===== config.mk =====
export PLATFORM = sky130hd
export DESIGN_NAME = dmem_responder
export DESIGN_NICKNAME = d
export VERILOG_FILES = /design/src/rtl/dmem_responder.sv
export SDC_FILE = /design/constraint.sdc
export NUM_CORES = 2
export LEC_CHECK = 0
export CAP_MARGIN = 40
export CELL_PAD_IN_SITES_DETAIL_PLACEMENT = 1
export CELL_PAD_IN_SITES_GLOBAL_PLACEMENT = 1
export CORE_ASPECT_RATIO = 1.5
export CORE_MARGIN = 3
export CORE_UTILIZATION = 60
export DETAILED_ROUTE_END_ITERATION = 8
export DONT_BUFFER_PORTS = 1
export GPL_TIMING_DRIVEN = 0
export PLACE_DENSITY_LB_ADDON = 0.12
export SKIP_LAST_GASP = 1
export SLEW_MARGIN = 0
export SYNTH_ARGS = -nofsm -noshare
export SYNTH_HDL_FRONTEND = slang
export SYNTH_SLANG_ARGS = --single-unit

===== constraint.sdc =====
create_clock -name clk -period 6.9 [get_ports clk]
set_input_delay 2.07 -clock clk [delete_from_list [all_inputs] [get_ports clk]]
set_output_delay 2.07 -clock clk [all_outputs]
set_load 0.03 [all_outputs]

===== src/rtl/dmem_responder.sv =====
// Data-memory responder: single outstanding word load/store with programmable latency,
// valid/ready on both request and response sides, backed by a word-addressed RAM.
module dmem_responder #(
    parameter int ADDR_W     = 32,
    parameter int DATA_W     = 32,
    parameter int DEPTH_LOG2 = 7,
    parameter int LAT        = 2
) (
    input  logic              clk,
    input  logic              rstn,
    input  logic              req_valid,
    output logic              req_ready,
    input  logic              req_we,
    input  logic [ADDR_W-1:0] req_addr,
    input  logic [DATA_W-1:0] req_wdata,
    output logic              resp_valid,
    input  logic              resp_ready,
    output logic [DATA_W-1:0] resp_rdata,
    output logic              resp_err,
    output logic              busy
);
    typedef enum logic [1:0] {IDLE, WAIT, RESP} state_t;

    localparam logic [3:0] CNT_INIT = 4'(LAT - 1);

    state_t              state_q, state_d;
    logic [3:0]          cnt_q, cnt_d;
    logic                we_q, we_d;
    logic [ADDR_W-1:0]   addr_q, addr_d;
    logic [DATA_W-1:0]   wdata_q, wdata_d;
    logic [DATA_W-1:0]   rdata_q, rdata_d;
    logic                err_q, err_d;

    logic [DATA_W-1:0]   mem [2**DEPTH_LOG2];
    logic [DEPTH_LOG2-1:0] idx;
    logic                acc_err;
    logic                commit;

    assign idx     = addr_q[DEPTH_LOG2+1:2];
    // Misaligned, or any byte-address bit above the RAM window set.
    assign acc_err = (addr_q[1:0] != 2'b00) || ((addr_q >> (DEPTH_LOG2 + 2)) != '0);
    assign commit  = (state_q == WAIT) && (cnt_q == 4'd0);

    assign req_ready  = (state_q == IDLE);
    assign resp_valid = (state_q == RESP);
    assign busy       = (state_q != IDLE);
    assign resp_rdata = rdata_q;
    assign resp_err   = err_q;

    always_comb begin
        state_d = state_q;
        cnt_d   = cnt_q;
        we_d    = we_q;
        addr_d  = addr_q;
        wdata_d = wdata_q;
        rdata_d = rdata_q;
        err_d   = err_q;
        case (state_q)
            IDLE: begin
                if (req_valid) begin
                    we_d    = req_we;
                    addr_d  = req_addr;
                    wdata_d = req_wdata;
                    cnt_d   = CNT_INIT;
                    state_d = WAIT;
                end
            end
            WAIT: begin
                if (cnt_q == 4'd0) begin
                    state_d = RESP;
                    err_d   = acc_err;
                    rdata_d = (!we_q && !acc_err) ? mem[idx] : '0;
                end else begin
                    cnt_d = cnt_q - 4'd1;
                end
            end
            RESP: begin
                if (resp_ready) begin
                    state_d = IDLE;
                    rdata_d = '0;
                    err_d   = 1'b0;
                end
            end
            default: state_d = IDLE;
        endcase
    end

    always_ff @(posedge clk or negedge rstn) begin
        if (!rstn) begin
            state_q <= IDLE;
            cnt_q   <= 4'd0;
            we_q    <= 1'b0;
            addr_q  <= '0;
            wdata_q <= '0;
            rdata_q <= '0;
            err_q   <= 1'b0;
        end else begin
            state_q <= state_d;
            cnt_q   <= cnt_d;
            we_q    <= we_d;
            addr_q  <= addr_d;
            wdata_q <= wdata_d;
            rdata_q <= rdata_d;
            err_q   <= err_d;
        end
    end

    // RAM is deliberately not reset; a reset before the commit edge leaves it untouched.
    always_ff @(posedge clk) begin
        if (commit && we_q && !acc_err)
            mem[idx] <= wdata_q;
    end
endmodule


* Yosys cells after proc, flatten, opt, wreduce, memory -nomap -nowiden
Memory sizes are Yosys's and may differ from the RTL's. Cells that the tools add are included.
Storage, ports and cells: output and inout port bits 36, register bits 104, memories kept 1, input bits 69, word-level logic and storage cells 49, RAM bits 4096
Operators by class: $add $sub $neg 1, equal/unequal tests 6, reductions and logical operators 18, multiplexer cells 16
Memories:
- mem | depth 128, bits a word 32, read ports 1, clocked after memory_dff 0, write ports 1, line 34 | logic [DATA_W-1:0] mem [2**DEPTH_LOG2];
Operators with widths (count):
- 32-bit 2-to-1 mux | 3
- 32-bit one-hot mux with 2 select lines | 1
- 32-bit nonzero test | 1
- 3-bit AND reduction | 3
- 4-bit 2-to-1 mux | 2
- 4-bit one-hot mux with 2 select lines | 1
- 2-bit nonzero test | 4
- 2-bit 2-to-1 mux | 3
- 2-bit one-hot mux with 3 select lines | 1
- 1-bit logical AND | 4
- 4-bit logical NOT | 1
- 1-bit 2-to-1 mux | 4
- 2-bit by 1-bit inequality test with 1-bit output, second input constant | 2
- 2-bit inequality test, second input constant | 2
- 4-bit by 1-bit subtractor with 4-bit output, second input constant | 1
- 2-bit by 1-bit equality test with 1-bit output, second input constant | 1
- 2-bit equality test, second input constant | 1
- 1-bit logical NOT | 2
- 2-bit logical NOT | 1
- 1-bit one-hot mux with 2 select lines | 1
- 2-bit AND reduction | 1
- 1-bit logical OR | 1

* Depth between registers and ports, before layout
word-level depth 7, depth in mapped cells 10, gate-level depth less buffers 8

* Least setup slack after synthesis
OpenSTA, ideal clock, no wires.
kind flip-flop to flip-flop, start point register cnt_q[0], end point memory mem[104][0] (enable), setup time 0.421 ns, cell stages (with the launch flop) 10, path slack 3.296 ns, arrival time 3.183 ns, cell sequence dfrtp_1 -> inv_1 -> ha_1 -> nor3b_1 -> nand2_1 -> nor3_1 -> and3b_1 -> nand2_1 -> clkbuf_1 -> nor2_1
On the way: cells in the longest elaborated chain, start to end 6
Ends and longest elaborated chain:
- start: declaration | line 27 | logic [3:0] cnt_q, cnt_d;
- start signal: assignment | line 99 | cnt_q <= cnt_d;
- 4-bit logical NOT | line 42 | assign commit = (state_q == WAIT) && (cnt_q == 4'd0);
- 1-bit logical AND | line 42
- 1-bit logical AND (2 in series) | line 110 | if (commit && we_q && !acc_err)
- 1-bit 2-to-1 mux | line 110
- 1-bit 2-to-1 mux (not written as such) | line 111 | mem[idx] <= wdata_q;
- end: declaration | line 34
Every way passes these cells.

* Worst setup path in the final report
start point register addr_q[4], end point register rdata_q[17] (netlist: resp_rdata[17])
On the way: cells in the longest elaborated chain, start to end 4
Ends and longest elaborated chain:
- start: declaration | line 29 | logic [ADDR_W-1:0] addr_q, addr_d;
- start signal: assignment | line 101 | addr_q <= addr_d;
- memory read 128 x 32 bit
- 32-bit 2-to-1 mux | line 72 | rdata_d = (!we_q && !acc_err) ? mem[idx] : '0;
- 32-bit 2-to-1 mux | line 69 | if (cnt_q == 4'd0) begin
- 32-bit one-hot mux with 2 select lines | line 58 | case (state_q)
- end signal: assignment | line 103 | rdata_q <= rdata_d;
- end: declaration | line 31 | logic [DATA_W-1:0] rdata_q, rdata_d;
Every way passes these cells. The select of a mux whose other input is x is not followed. A chain may end at the register's enable or synchronous reset.

==> results.md <==
- The worst min-delay path class is reg2reg.
- The startpoint-to-endpoint class of the critical path is reg2reg.
- Summed over all failing endpoints, the final setup total negative slack is 0 ps.
- At the pin with the least slew margin, the transition time is 1111 ps.
- Sequential cells were found to cover 77.88% of the synthesized design area.
- After synthesis the netlist holds a flip-flop and latch count of 4200.
- The leakage dissipation is 63.01 nW.
- Averaged over all synthesized cells, the footprint is 18.25 um^2.
- The synthesized instance count is 8838.
- The internal portion of the total power is 52.65 mW.
- The number of different library cells in the post-synthesis netlist is 35.
- The initial utilization of the core area, before any placement, comes to 60.45%.
- The wire length after detailed routing is 578.5 mm.
- TritonCTS built the clock tree.
- The number of cells upsized or downsized after cts is 0.
- For this design the ratio of total power to cell area is 459.3 nW/um^2.
- The number of antenna violations at the first check in global routing is 50.
- The maximum fanout count along the critical path is 10.
- In this design, the largest share of critical-path delay is due to buffers and inverters.
- The final max-slew violation count is 0.
- The critical path goes through clkbuf_2 > nand2_2 > buf_2 > buf_12 > buf_1 > o22ai_1 > o21ai_0 > a41oi_1 > nor4_1 > buf_2 > o21ai_1.
- The number of standard-cell rows in the floorplan is 232.
- The region available for standard cell placement spans 266800 um^2.
- After clock tree synthesis, the flow added hold-fix buffers numbering 0.
- The data arrival time of the worst path is 6190 ps.
- The share of the clock period used by the worst path is 78.03%.
- Before antenna repair, the detailed router went through 6 iterations.
- Routability-driven placement finished with a final weighted congestion of 0.9633.
- The layout-stage area growth over the synthesis result is 15.35%.
- STA classifies the critical path startpoint as a register.
- The clock network accounts for 25.6% of the total power.
- The synthesized design devotes to its leading area cell type 76.27% of total area.
- The summed instance area of the synthesized netlist is 161300 um^2.
- The analysis attributes to net switching a power of 32.79 mW.
- The root buffer cell is sky130_fd_sc_hd__clkbuf_16.
- The largest buffer count on any clock path is 4.
- The global route total overflow is 0.
- The number of hold-slack violations in the final timing report is 0.
- The maximum clock frequency is 185.7 MHz.
- IR analysis of the VDD net gives a maximum drop of 1117 uV.
- The clock period could shrink to 5384 ps.
- Yosys attributes the largest share of cell area to sky130_fd_sc_hd__edfxtp_1 (76%), sky130_fd_sc_hd__mux2i_1 (13%), sky130_fd_sc_hd__o22ai_1 (4.0%), sky130_fd_sc_hd__dfrtp_1 (1.6%), sky130_fd_sc_hd__o21ai_0 (1.3%).
- The combined buffer and inverter count along the critical path is 5.
- The fraction of power consumed by combinational cells is 34.5%.
- The number of setup buffers added after CTS is 0.
- The most common cell type on the critical path is sky130_fd_sc_hd__buf_2.
- In the routed design, unresolved DRC markers number 0.
- The multi-input combinational cell area is 33820 um^2.
- In this run the cell area measured after placement is 173300 um^2.
- The post-route netlist has 16.21% of its cells at a drive strength greater than 1.
- Setup violations remaining at the end of the flow were counted as 0.
- Measured against its own limit, the worst slew margin works out to 24.97%.
- The max-capacitance violation count is 0.
- Clock tree synthesis found a total of 4200 sinks.
- At the later pin of the worst-skew pair, clock insertion delay measures 980 ps.
- The count of vias placed by the detailed router is 95510.
- The pin count of the biggest net entering global routing is 105.
- The flow ran to the end, and the final reports show no timing, DRC or antenna violations.
- The endpoint kind of the worst setup timing path is a register.
- Across all register-to-register paths, the minimum setup slack is 1520 ps.
- The vertical die dimension is 641.0 um.
- The number of fill cells in the layout is 21430.
- The leading cell type in the layout, fill and taps excluded is sky130_fd_sc_hd__edfxtp_1.
- The die is 429.3 um wide.
- The slowest cell on the critical path is sky130_fd_sc_hd__nor4_1.
- Across the whole layout, storage elements account for 125700 um^2.
- The ratio of routed vias to standard cells is 7.076.
- During placement, the flow inserted port buffers numbering 0.
- Setup repair after global routing left no endpoint under its margin.
- After detailed routing, the average wire length per cell comes to 42.86 um.
- The wire length of the first global-routing pass is 796.6 mm.
- The number of violations reported at the end of detailed-routing iteration 0 is 14180.
- The remaining number of nets flagged by the antenna check after routing is 0.
- The data required time at the worst endpoint is 7710 ps.
- The number of nets produced by synthesis is 8909.
- The number of ports placed on the die boundary is 105.
- In this run, CTS created clock tree buffers numbering 378.
- Sequential cells burn 39.9% of the power.
- In this run the number of H-tree levels came out at 5.
- In this design, the stage delay of the slowest critical-path cell is 970 ps.
- The die covers 275200 um^2.
- The biggest area contributor in the post-synthesis netlist is sky130_fd_sc_hd__edfxtp_1.
- For this run, the number of Yosys warnings is 0.
- After the last flow step, the layout net total stands at 9715.
- The number of global-route vias before repair is 99320.
- The post-CTS clock slew at the launch and capture registers of the worst setup and hold paths is 60 ps.
- In the layout the commonest cells are sky130_fd_sc_hd__edfxtp_1 (4096), sky130_fd_sc_hd__mux2i_1 (2048), sky130_fd_sc_hd__o22ai_1 (1024), sky130_fd_sc_hd__o21ai_0 (401), sky130_fd_sc_hd__clkbuf_16 (389).
- On the final layout, the worst clock skew is 67.80 ps.
- The switching share of power is 38.38%.
- The combined global-route utilization of all metal layers is 41.87%.
- Once layout is done, the placed cells without fillers occupy 186000 um^2.
- Detailed placement finished with a half-perimeter wire length of 385.6 mm.
## power by group through the flow
stage	Combinational [mW]	Clock [mW]	Sequential, mW
floorplan	12.5	0	34.9
global placement	21.4	0	38.6
detailed placement	27.7	0	34.6
CTS	28.3	21.8	34.0
global route	29.5	22.7	34.1
finish	29.5	21.8	34.1
## kinds of logic after synthesis
group | share of synthesized area (%)
flip-flops | 77.88
multiplexers | 13.17
AO/OA/AOI/OAI | 6.374
buffers and inverters | 1.823
AND/OR/NAND/NOR | 0.7200
XOR/XNOR | 0.01086
adder cells (fa/ha/maj) | 0.01551
## sequential cells by signal, summed over array words and instances, names as in the netlist
name and flops:
resp_err 1, resp_rdata 32, wdata_q 32, state_q 2
cnt_q 4, we_q 1, mem 4096, addr_q 32
## synthesized netlist by cell type, drive strengths merged
| library cell | count |
|---|---|
| a211oi | 1 |
| edfxtp | 4096 |
| nand4 | 1 |
| ha | 2 |
| inv | 5 |
| nor2b | 7 |
| nor3 | 2 |
| and3b | 1 |
| mux2 | 66 |
| dfrtp | 104 |
| mux2i | 2048 |
| a41oi | 128 |
| o21ai | 547 |
| nand2 | 56 |
| nor3b | 1 |
| or2 | 3 |
| xnor2 | 2 |
| nand3b | 1 |
| nor4 | 38 |
| clkbuf | 150 |
| a22oi | 1 |
| and3 | 1 |
| and2 | 3 |
| nand2b | 7 |
| o22ai | 1024 |
| buf | 401 |
| nor2 | 137 |
| nand3 | 5 |
## final timing paths
check / from / end / cells past startpoint
worst max-delay path: addr_q[4] / resp_rdata[17] / 11
worst min-delay path: addr_q[10] / addr_q[10] / 1
worst max register to register: addr_q[4] / resp_rdata[17] / 11
worst min register to register: addr_q[10] / addr_q[10] / 1
max in group asynchronous: rstn / wdata_q[30] / 0
min in group asynchronous: rstn / wdata_q[2] / 0
## cell type report
cell class	instances	share of cell area (%)
Sequential cell	4200	67.59
Clock inverter	203	1.162
Clock buffer	484	5.516
Tap cell	3510	2.361
Buffer	551	1.578
Multi-Input combinational cell	4082	18.18
Inverter	5	0.01009
Timing Repair Buffer	426	3.558
Antenna cell	36	0.04843
## worst reg2reg max path, delay by kind of cell, from the launching register on
kind | cells | cell delay [ps]
AND/OR/NAND/NOR | 2 | 1590
AO/OA/AOI/OAI | 4 | 1580
flip-flops | 1 | 370
buffers and inverters | 5 | 1730
## per-layer routing
| layer | vias up | part of all wire, % | track usage [%] |
|---|---|---|---|
| li1 | 37520 | - | - |
| met1 | 49320 | 32 | 47.61 |
| met2 | 6788 | 48 | 67.69 |
| met3 | 1869 | 9.7 | 8.544 |
| met4 | 14 | 11 | 36.86 |
| met5 | - | 0.020 | 0 |
## metrics by stage
stage          setup slack, ps  utilization [%]  total power, mW  hold slack [ps]  instances
2_1_floorplan             3296                -            47.40            473.6       8838
3_3_place_gp            -528.9            62.10            60.05            491.1      12350
3_5_place_dp              1351            64.98            62.25            497.2      12750
4_1_cts                   1339            69.63            84.06            513.9      13440
5_1_grt                   1555            69.70            86.35            529.2      13470
6_report                  1516            69.73            85.44            514.5      13500
Note: power is estimated with default switching activity, not from simulation.
